`src/rtl/bcd_up_down_counter_if.sv`:
```
// Bus between a controller and the BCD up/down counter: control inputs
// (enable, direction, parallel load) and the registered count outputs.
interface bcd_up_down_counter_if #(
    parameter int DIGITS = 4
);
    logic                  en;
    logic                  up;
    logic                  load;
    logic [4*DIGITS-1:0]   load_val;
    logic [4*DIGITS-1:0]   bcd;
    logic                  tick;
    logic                  wrap;

    // Controller side: drives the controls, observes the count.
    modport master (
        output en,
        output up,
        output load,
        output load_val,
        input  bcd,
        input  tick,
        input  wrap
    );

    // Counter side: consumes the controls, produces the count.
    modport slave (
        input  en,
        input  up,
        input  load,
        input  load_val,
        output bcd,
        output tick,
        output wrap
    );
endinterface

```
`src/rtl/bcd_up_down_counter.sv`:
```
// Multi-digit prescaled BCD up/down counter. Each digit is a 4-bit BCD
// nibble that never leaves 0..9; a single-cycle carry/borrow ripple moves
// the whole count by one per prescaler period. Parallel load sanitizes
// illegal nibbles to 0 and overrides counting; reset overrides everything.
module bcd_up_down_counter #(
    parameter int          DIGITS   = 4,
    parameter int unsigned PRESCALE = 50_000_000
) (
    input  logic                  clk,
    input  logic                  rst,
    bcd_up_down_counter_if.slave  bus
);
    localparam int W  = 4 * DIGITS;
    // Prescaler width: ceil(log2(PRESCALE)), never below one bit.
    localparam int PW = (PRESCALE <= 1) ? 1 : $clog2(PRESCALE);
    localparam logic [PW-1:0] PMAX = PW'(PRESCALE - 1);

    // Registered state
    logic [PW-1:0] r_pcnt;
    logic [W-1:0]  r_bcd;
    logic          r_tick;
    logic          r_wrap;

    // Combinational next-value terms
    logic          w_step;
    logic [DIGITS:0] w_carry;
    logic [DIGITS:0] w_borrow;
    logic [W-1:0]  w_inc_val;
    logic [W-1:0]  w_dec_val;
    logic [W-1:0]  w_load_san;
    logic [W-1:0]  w_step_val;
    logic          w_step_wrap;

    assign w_step = bus.en && (r_pcnt == PMAX);

    // Digit 0 always takes part in a step; higher digits only when every
    // digit below them rolls over.
    assign w_carry[0]  = 1'b1;
    assign w_borrow[0] = 1'b1;

    generate
        for (genvar gi = 0; gi < DIGITS; gi++) begin : g_digit
            logic [3:0] w_d;
            logic [3:0] w_lv;
            logic       w_at9;
            logic       w_at0;

            assign w_d   = r_bcd[4*gi +: 4];
            assign w_lv  = bus.load_val[4*gi +: 4];
            assign w_at9 = (w_d == 4'd9);
            assign w_at0 = (w_d == 4'd0);

            // Up path: increment when carried into, 9 wraps to 0 and carries on.
            assign w_inc_val[4*gi +: 4] = !w_carry[gi] ? w_d :
                                          (w_at9 ? 4'd0 : w_d + 4'd1);
            assign w_carry[gi+1]        = w_carry[gi] && w_at9;

            // Down path: decrement when borrowed from, 0 wraps to 9 and borrows on.
            assign w_dec_val[4*gi +: 4] = !w_borrow[gi] ? w_d :
                                          (w_at0 ? 4'd9 : w_d - 4'd1);
            assign w_borrow[gi+1]       = w_borrow[gi] && w_at0;

            // Load nibbles above 9 are not legal BCD; they load as 0.
            assign w_load_san[4*gi +: 4] = (w_lv > 4'd9) ? 4'd0 : w_lv;
        end
    endgenerate

    assign w_step_val  = bus.up ? w_inc_val : w_dec_val;
    assign w_step_wrap = bus.up ? w_carry[DIGITS] : w_borrow[DIGITS];

    // Prescaler: restarts on reset, load and step; freezes while disabled.
    always_ff @(posedge clk) begin
        if (rst) begin
            r_pcnt <= '0;
        end else if (bus.load) begin
            r_pcnt <= '0;
        end else if (bus.en) begin
            if (w_step)
                r_pcnt <= '0;
            else
                r_pcnt <= r_pcnt + 1'b1;
        end
    end

    // Count register and step/terminal pulses, in reset > load > enable priority.
    always_ff @(posedge clk) begin
        if (rst) begin
            r_bcd  <= '0;
            r_tick <= 1'b0;
            r_wrap <= 1'b0;
        end else if (bus.load) begin
            r_bcd  <= w_load_san;
            r_tick <= 1'b0;
            r_wrap <= 1'b0;
        end else if (!bus.en) begin
            // Count and wrap hold while paused; only tick drops.
            r_tick <= 1'b0;
        end else if (w_step) begin
            r_bcd  <= w_step_val;
            r_tick <= 1'b1;
            r_wrap <= w_step_wrap;
        end else begin
            r_tick <= 1'b0;
            r_wrap <= 1'b0;
        end
    end

    assign bus.bcd  = r_bcd;
    assign bus.tick = r_tick;
    assign bus.wrap = r_wrap;
endmodule

```
`src/flat_wrapper.sv`:
```
// flat-port wrapper written by rule: the top's interface ports become plain ports
module bcd_up_down_counter_flat 
#(
    parameter int          DIGITS   = 4,
    parameter int unsigned PRESCALE = 50_000_000
)
  (clk, rst, bus_en, bus_up, bus_load, bus_load_val, bus_bcd, bus_tick, bus_wrap);
  bcd_up_down_counter_if #(.DIGITS(DIGITS)) bus_i ();
  input  logic clk;
  input  logic rst;
  input wire logic [$bits(bus_i.en)-1:0] bus_en;
  input wire logic [$bits(bus_i.up)-1:0] bus_up;
  input wire logic [$bits(bus_i.load)-1:0] bus_load;
  input wire logic [$bits(bus_i.load_val)-1:0] bus_load_val;
  output wire logic [$bits(bus_i.bcd)-1:0] bus_bcd;
  output wire logic [$bits(bus_i.tick)-1:0] bus_tick;
  output wire logic [$bits(bus_i.wrap)-1:0] bus_wrap;
  assign bus_i.en = bus_en;
  assign bus_i.up = bus_up;
  assign bus_i.load = bus_load;
  assign bus_i.load_val = bus_load_val;
  assign bus_bcd = bus_i.bcd;
  assign bus_tick = bus_i.tick;
  assign bus_wrap = bus_i.wrap;
  bcd_up_down_counter #(.DIGITS(DIGITS), .PRESCALE(PRESCALE)) u_core (.clk(clk), .rst(rst), .bus(bus_i));
endmodule
```
`config.mk`:
```
export PLATFORM = sky130hd
export DESIGN_NAME = bcd_up_down_counter_flat
export DESIGN_NICKNAME = d
export VERILOG_FILES = /design/src/rtl/bcd_up_down_counter_if.sv /design/src/rtl/bcd_up_down_counter.sv /design/src/flat_wrapper.sv
export SDC_FILE = /design/constraint.sdc
export NUM_CORES = 1
export LEC_CHECK = 0
export CAP_MARGIN = 20
export CORE_UTILIZATION = 50
export DETAILED_ROUTE_END_ITERATION = 7
export PLACE_DENSITY = 0.74
export SLEW_MARGIN = 20
export SYNTH_ARGS = -nofsm -noshare
export SYNTH_HDL_FRONTEND = slang
export SYNTH_SLANG_ARGS = --single-unit
```
`constraint.sdc`:
```
create_clock -name clk -period 4.2 [get_ports clk]
set_clock_uncertainty 0.05 [all_clocks]
set_input_delay 0.84 -clock clk [delete_from_list [all_inputs] [get_ports clk]]
set_output_delay 0.84 -clock clk [all_outputs]
set_load 0.01 [all_outputs]
```
Word level (Yosys, flattened, before mapping)

Cells that the tools add are included.

Bits in registers: 44
Word-level logic and storage cells: 77
Bits of input ports: 21

Equality and inequality tests: 8
Bitwise gates (word level): 1
Add/subtract/negate cells: 9
Reduce and logical (&&, ||, !) cells: 22
Magnitude comparators: 4
Multiplexer cells: 26

Operators by type and width:

| cell                    | count |
|---|---|
| $mux W4                 | 18 |
| $mux W16                | 4 |
| $add A26 B1 Y26 const B | 1 |
| $eq A26 B26 Y1 const B  | 1 |
| $mux W26                | 1 |
| $add A4 B1 Y4 const B   | 4 |
| $eq A4 B4 Y1 const B    | 4 |
| $gt A4 B4 Y1 const B    | 4 |
| $logic_not A4 Y1        | 4 |
| $sub A4 B1 Y4 const B   | 4 |
| $reduce_and A4 Y1       | 3 |
| $ne A3 B1 Y1 const B    | 3 |
| $reduce_bool A3 Y1      | 3 |
| $logic_and A1 B1 Y1     | 7 |
| $reduce_bool A2 Y1      | 2 |
| $mux W1                 | 3 |
| $reduce_or A3 Y1        | 1 |
| $reduce_and A2 Y1       | 1 |
| $reduce_or A2 Y1        | 1 |
| $not A1 Y1              | 1 |

Logic depth before layout (Yosys ltp)

Depth after elaboration: 8
Gate-level depth with buffers: 8
Mapped depth without buffers: 6

Least setup slack after synthesis

No wires, ideal clock.

Kind: input -> register
Start point: input port bus_en
End point: register u_core.r_bcd[7] (netlist: u_core.bus.bcd[7])
Required time: 4.079 ns
Cell stages on the path: 6
Arrival: 2.466 ns
Path slack: 1.614 ns
Cells stage by stage: buf_4 nand4_2 or4_4 o21a_4 or4_1 a21oi_1

Longest elaborated chain between the ends: 3

RTL lines:

| element                                | line                      | RTL |
|---|---|---|
| start: declaration                     | flat_wrapper.sv:11        | `input wire logic [$bits(bus_i.en)-1:0] bus_en;` |
| $logic_and A1 B1 Y1                    | bcd_up_down_counter.sv:34 | `assign w_step = bus.en && (r_pcnt == PMAX);` |
| $reduce_bool A2 Y1 (no source line)    | -                         |  |
| $reduce_and A4 Y1 (no source line) (*) | -                         |  |
| end signal: assignment                 | bcd_up_down_counter.sv:92 | `r_bcd <= w_load_san;` |
| end signal: assignment                 | bcd_up_down_counter.sv:99 | `r_bcd <= w_step_val;` |
| end: declaration                       | bcd_up_down_counter.sv:20 | `logic [W-1:0] r_bcd;` |

Every way passes the cells marked *; elsewhere a longest branch is shown, timed or not.
A chain may end at the register's enable or synchronous reset.

Worst setup path after layout

Same ends and word-level chain as after synthesis.

==> flow_summary.yaml <==
sta:
  report.final.setup_viol: 0
  fin_crit_sh: 0.702
  setup_slack_ns: 1.25
  fin_crit_ns: 2.95
  slew_viol_final: 0
  rsz0062_at_grt: "false"
  hold_ws_ns: 0.427
  worst_slew_pin_slew_ns: 0.547
  relSlewSlack: 0.633
  setup-tns-final_ns: 0
  max_clock_freq_mhz: 339
  finalHoldViolCount: 0
logic_synthesis:
  ys_types: 62
  synth-main-ff-cell: "dfxtp_1"
  synthesis.nets: 373
  synth.avg_cell_area_um2: 8.01
  synth_enable_flop_cells: 0
  synth_seq_area_share: 0.313
  yosys_warnings: 0
  synth_cells: 351
  async_reset_ff_frac: 0
  syn_area_um2: 2810
  synth_seq_cells: 44
setup_path:
  start_kind: "input pin"
  end_kind: "flip-flop"
  path_max_fanout: 10
  worstPathCellList: "clkdlybuf4s50_1 > nand4_2 > or4_4 > o21a_4 > or4_1 > a21oi_1"
  path_class: "in2reg"
  r2r_end: "u_core.bus.bcd[7]$_SDFFE_PP0P_"
  rrSetupSlack_ns: 1.87
  worstPathRequired_ns: 4.39
  reg2reg_depth: 6
  critPathSlowestCell: "clkdlybuf4s50_1"
  critPathMaxStageDelay_ns: 0.63
  reg2reg_from: "u_core.r_pcnt[0]$_SDFFE_PP0P_"
  crit_arrival_ns: 3.14
drt:
  vias_per_cell: 5.90
  wl_per_cell_um: 15.0
  drt_first_pass_iters: 4
  postRouteAntennaNets: 0
  drt-initial-drc-count: 124
  remaining_drc_errors: 0
  dr_total_vias: 2649
  wl_um: 6730
cts:
  htreeDepth: 2
  post_cts_resized: 0
  clock_path_buffers: 2
  clkSinkCount: 44
  numCtsBuffers: 5
  cts_root_buffer: "clkbuf_8"
  post_cts_buffers: 0
  hold_buffers: 0
  clkLatencyLatePin_ns: 0.30
  clkTransAtPathRegs_ns: 0.09
  cts_tree: "built"
placement:
  place.port_buffers: 38
  placed_cells: 441
  routabilityCongestion: 0.818
  pre_cts_ws_ns: 0.943
  dp_hpwl_um: 4800
  placed_area_um2: 3220
power_and_ir_drop:
  p_per_area_nw_per_um2: 285
  power_leakage_nw: 1.14
  peakVddDrop_uv: 212
  finalPower_mw: 0.951
  power_frac_comb: 0.159
  p_clk_frac: 0.363
  power_frac_seq: 0.478
  switching_share: 0.264
  switchingPower_mw: 0.251
  p_int_mw: 0.700
final_layout:
  final_util: 0.634
  finalInstanceArea_um2: 3340
  nFillCells: 473
  nNetsFinal: 400
  drive_gt1_frac: 0.0712
  diodes: 0
  stdcell_count: 449
  final_cell_mix: "nor2_1 (45), dfxtp_1 (44), clkdlybuf4s50_1 (38)"
  layout_commonest_cell: "nor2_1"
  synthToLayoutAreaGrowth_pct: 18.9
global_routing:
  gr-total-overflow: 0
  grtUsageTotal: 0.242
  grt_pass1_vias: 2445
  grt_pass1_wl_um: 11600
  antenna_found_initial: 0
  grt_max_degree: 29
floorplanning:
  floorplan.initialDensity: 0.533
  die_y_um: 77.0
  die_area_um2: 5930
  rows: 26
  coreArea_um2: 5270
  die_w_um: 77.0
  pin_count: 39
worst_hold_path:
  holdPathStages: 2
  holdPathEnd: "u_core.bus.wrap$_SDFFE_PP0P_"
  hold_start: "u_core.bus.wrap$_SDFFE_PP0P_"
  hp-class: "reg2reg"
flow_run:
  cap_violations: 0
run_status:
  status: "finished, final reports clean"
[cells in the mapped netlist, drive strengths merged (5+ instances only)]
master | n | area [um2]
a21oi | 13 | 65.1
a31oi | 5 | 31.3
buf | 9 | 43.8
clkbuf | 14 | 52.6
dfxtp | 44 | 881
inv | 13 | 48.8
nand2 | 21 | 78.8
nand2b | 5 | 31.3
nand3 | 13 | 65.1
nand4 | 19 | 140
nor2 | 45 | 169
nor3 | 9 | 45.0
o21ai | 24 | 120
or4 | 6 | 48.8
xnor2 | 8 | 70.1
xor2 | 26 | 228
[registers in the layout, summed over array words and instances (netlist names)]
register,count
u_core.bus.bcd,16
u_core.r_pcnt,26
u_core.bus.tick,1
u_core.bus.wrap,1
[cell families after synthesis]
family                   after synthesis  synth area share
AO/OA/AOI/OAI                         80             0.203
XOR/XNOR                              34             0.106
adder cells (fa/ha/maj)                1           0.00445
buffers and inverters                 38            0.0543
flip-flops                            44             0.313
multiplexers                           3            0.0111
AND/OR/NAND/NOR                      151             0.308
[final cells by class]
type / instances / area [um2] / share of cell area
Multi-Input combinational cell: 269 / 1780 / 0.532
Sequential cell: 44 / 881 / 0.264
Timing Repair Buffer: 43 / 418 / 0.125
Tap cell: 70 / 87.6 / 0.0262
Clock buffer: 6 / 82.6 / 0.0247
Inverter: 15 / 56.3 / 0.0168
Clock inverter: 2 / 38.8 / 0.0116
[worst max path at each step]
stage | from | cells past startpoint | slack (ns) | endpoint
detailed placement | bus_en | 6 | 0.94 | u_core.bus.bcd[7]$_SDFFE_PP0P_
finish | bus_en | 6 | 1.25 | u_core.bus.bcd[7]$_SDFFE_PP0P_
global route | bus_up | 7 | 1.11 | u_core.bus.bcd[15]$_SDFFE_PP0P_
CTS | bus_en | 6 | 1.26 | u_core.bus.bcd[7]$_SDFFE_PP0P_
floorplan | bus_en | 6 | 1.61 | u_core.bus.bcd[7]$_SDFFE_PP0P_
global placement | bus_en | 6 | 0.97 | u_core.bus.bcd[7]$_SDFFE_PP0P_
[routing by layer]
layer	GRT usage	wire length, um	vias up
met2	0.403	3170	70
met3	0.0417	337	7
met5	0	0	-
met1	0.316	3140	1237
li1	-	-	1335
met4	0.0811	89	0
[power by group through the flow]
stage          clock (mW)  combinational (mW)  sequential, mW
2_1_floorplan           0               0.101           0.451
3_3_place_gp            0               0.148           0.464
3_5_place_dp            0               0.150           0.464
4_1_cts             0.352               0.151           0.454
5_1_grt             0.371               0.167           0.459
6_report            0.345               0.151           0.455
[worst max-delay path, delay by kind of cell]
family / cells / cell delay, ns
compound gates: 2 / 0.37
buf+inv: 1 / 0.63
simple gates: 3 / 1.29
Note: power is estimated with default switching activity, not from simulation.
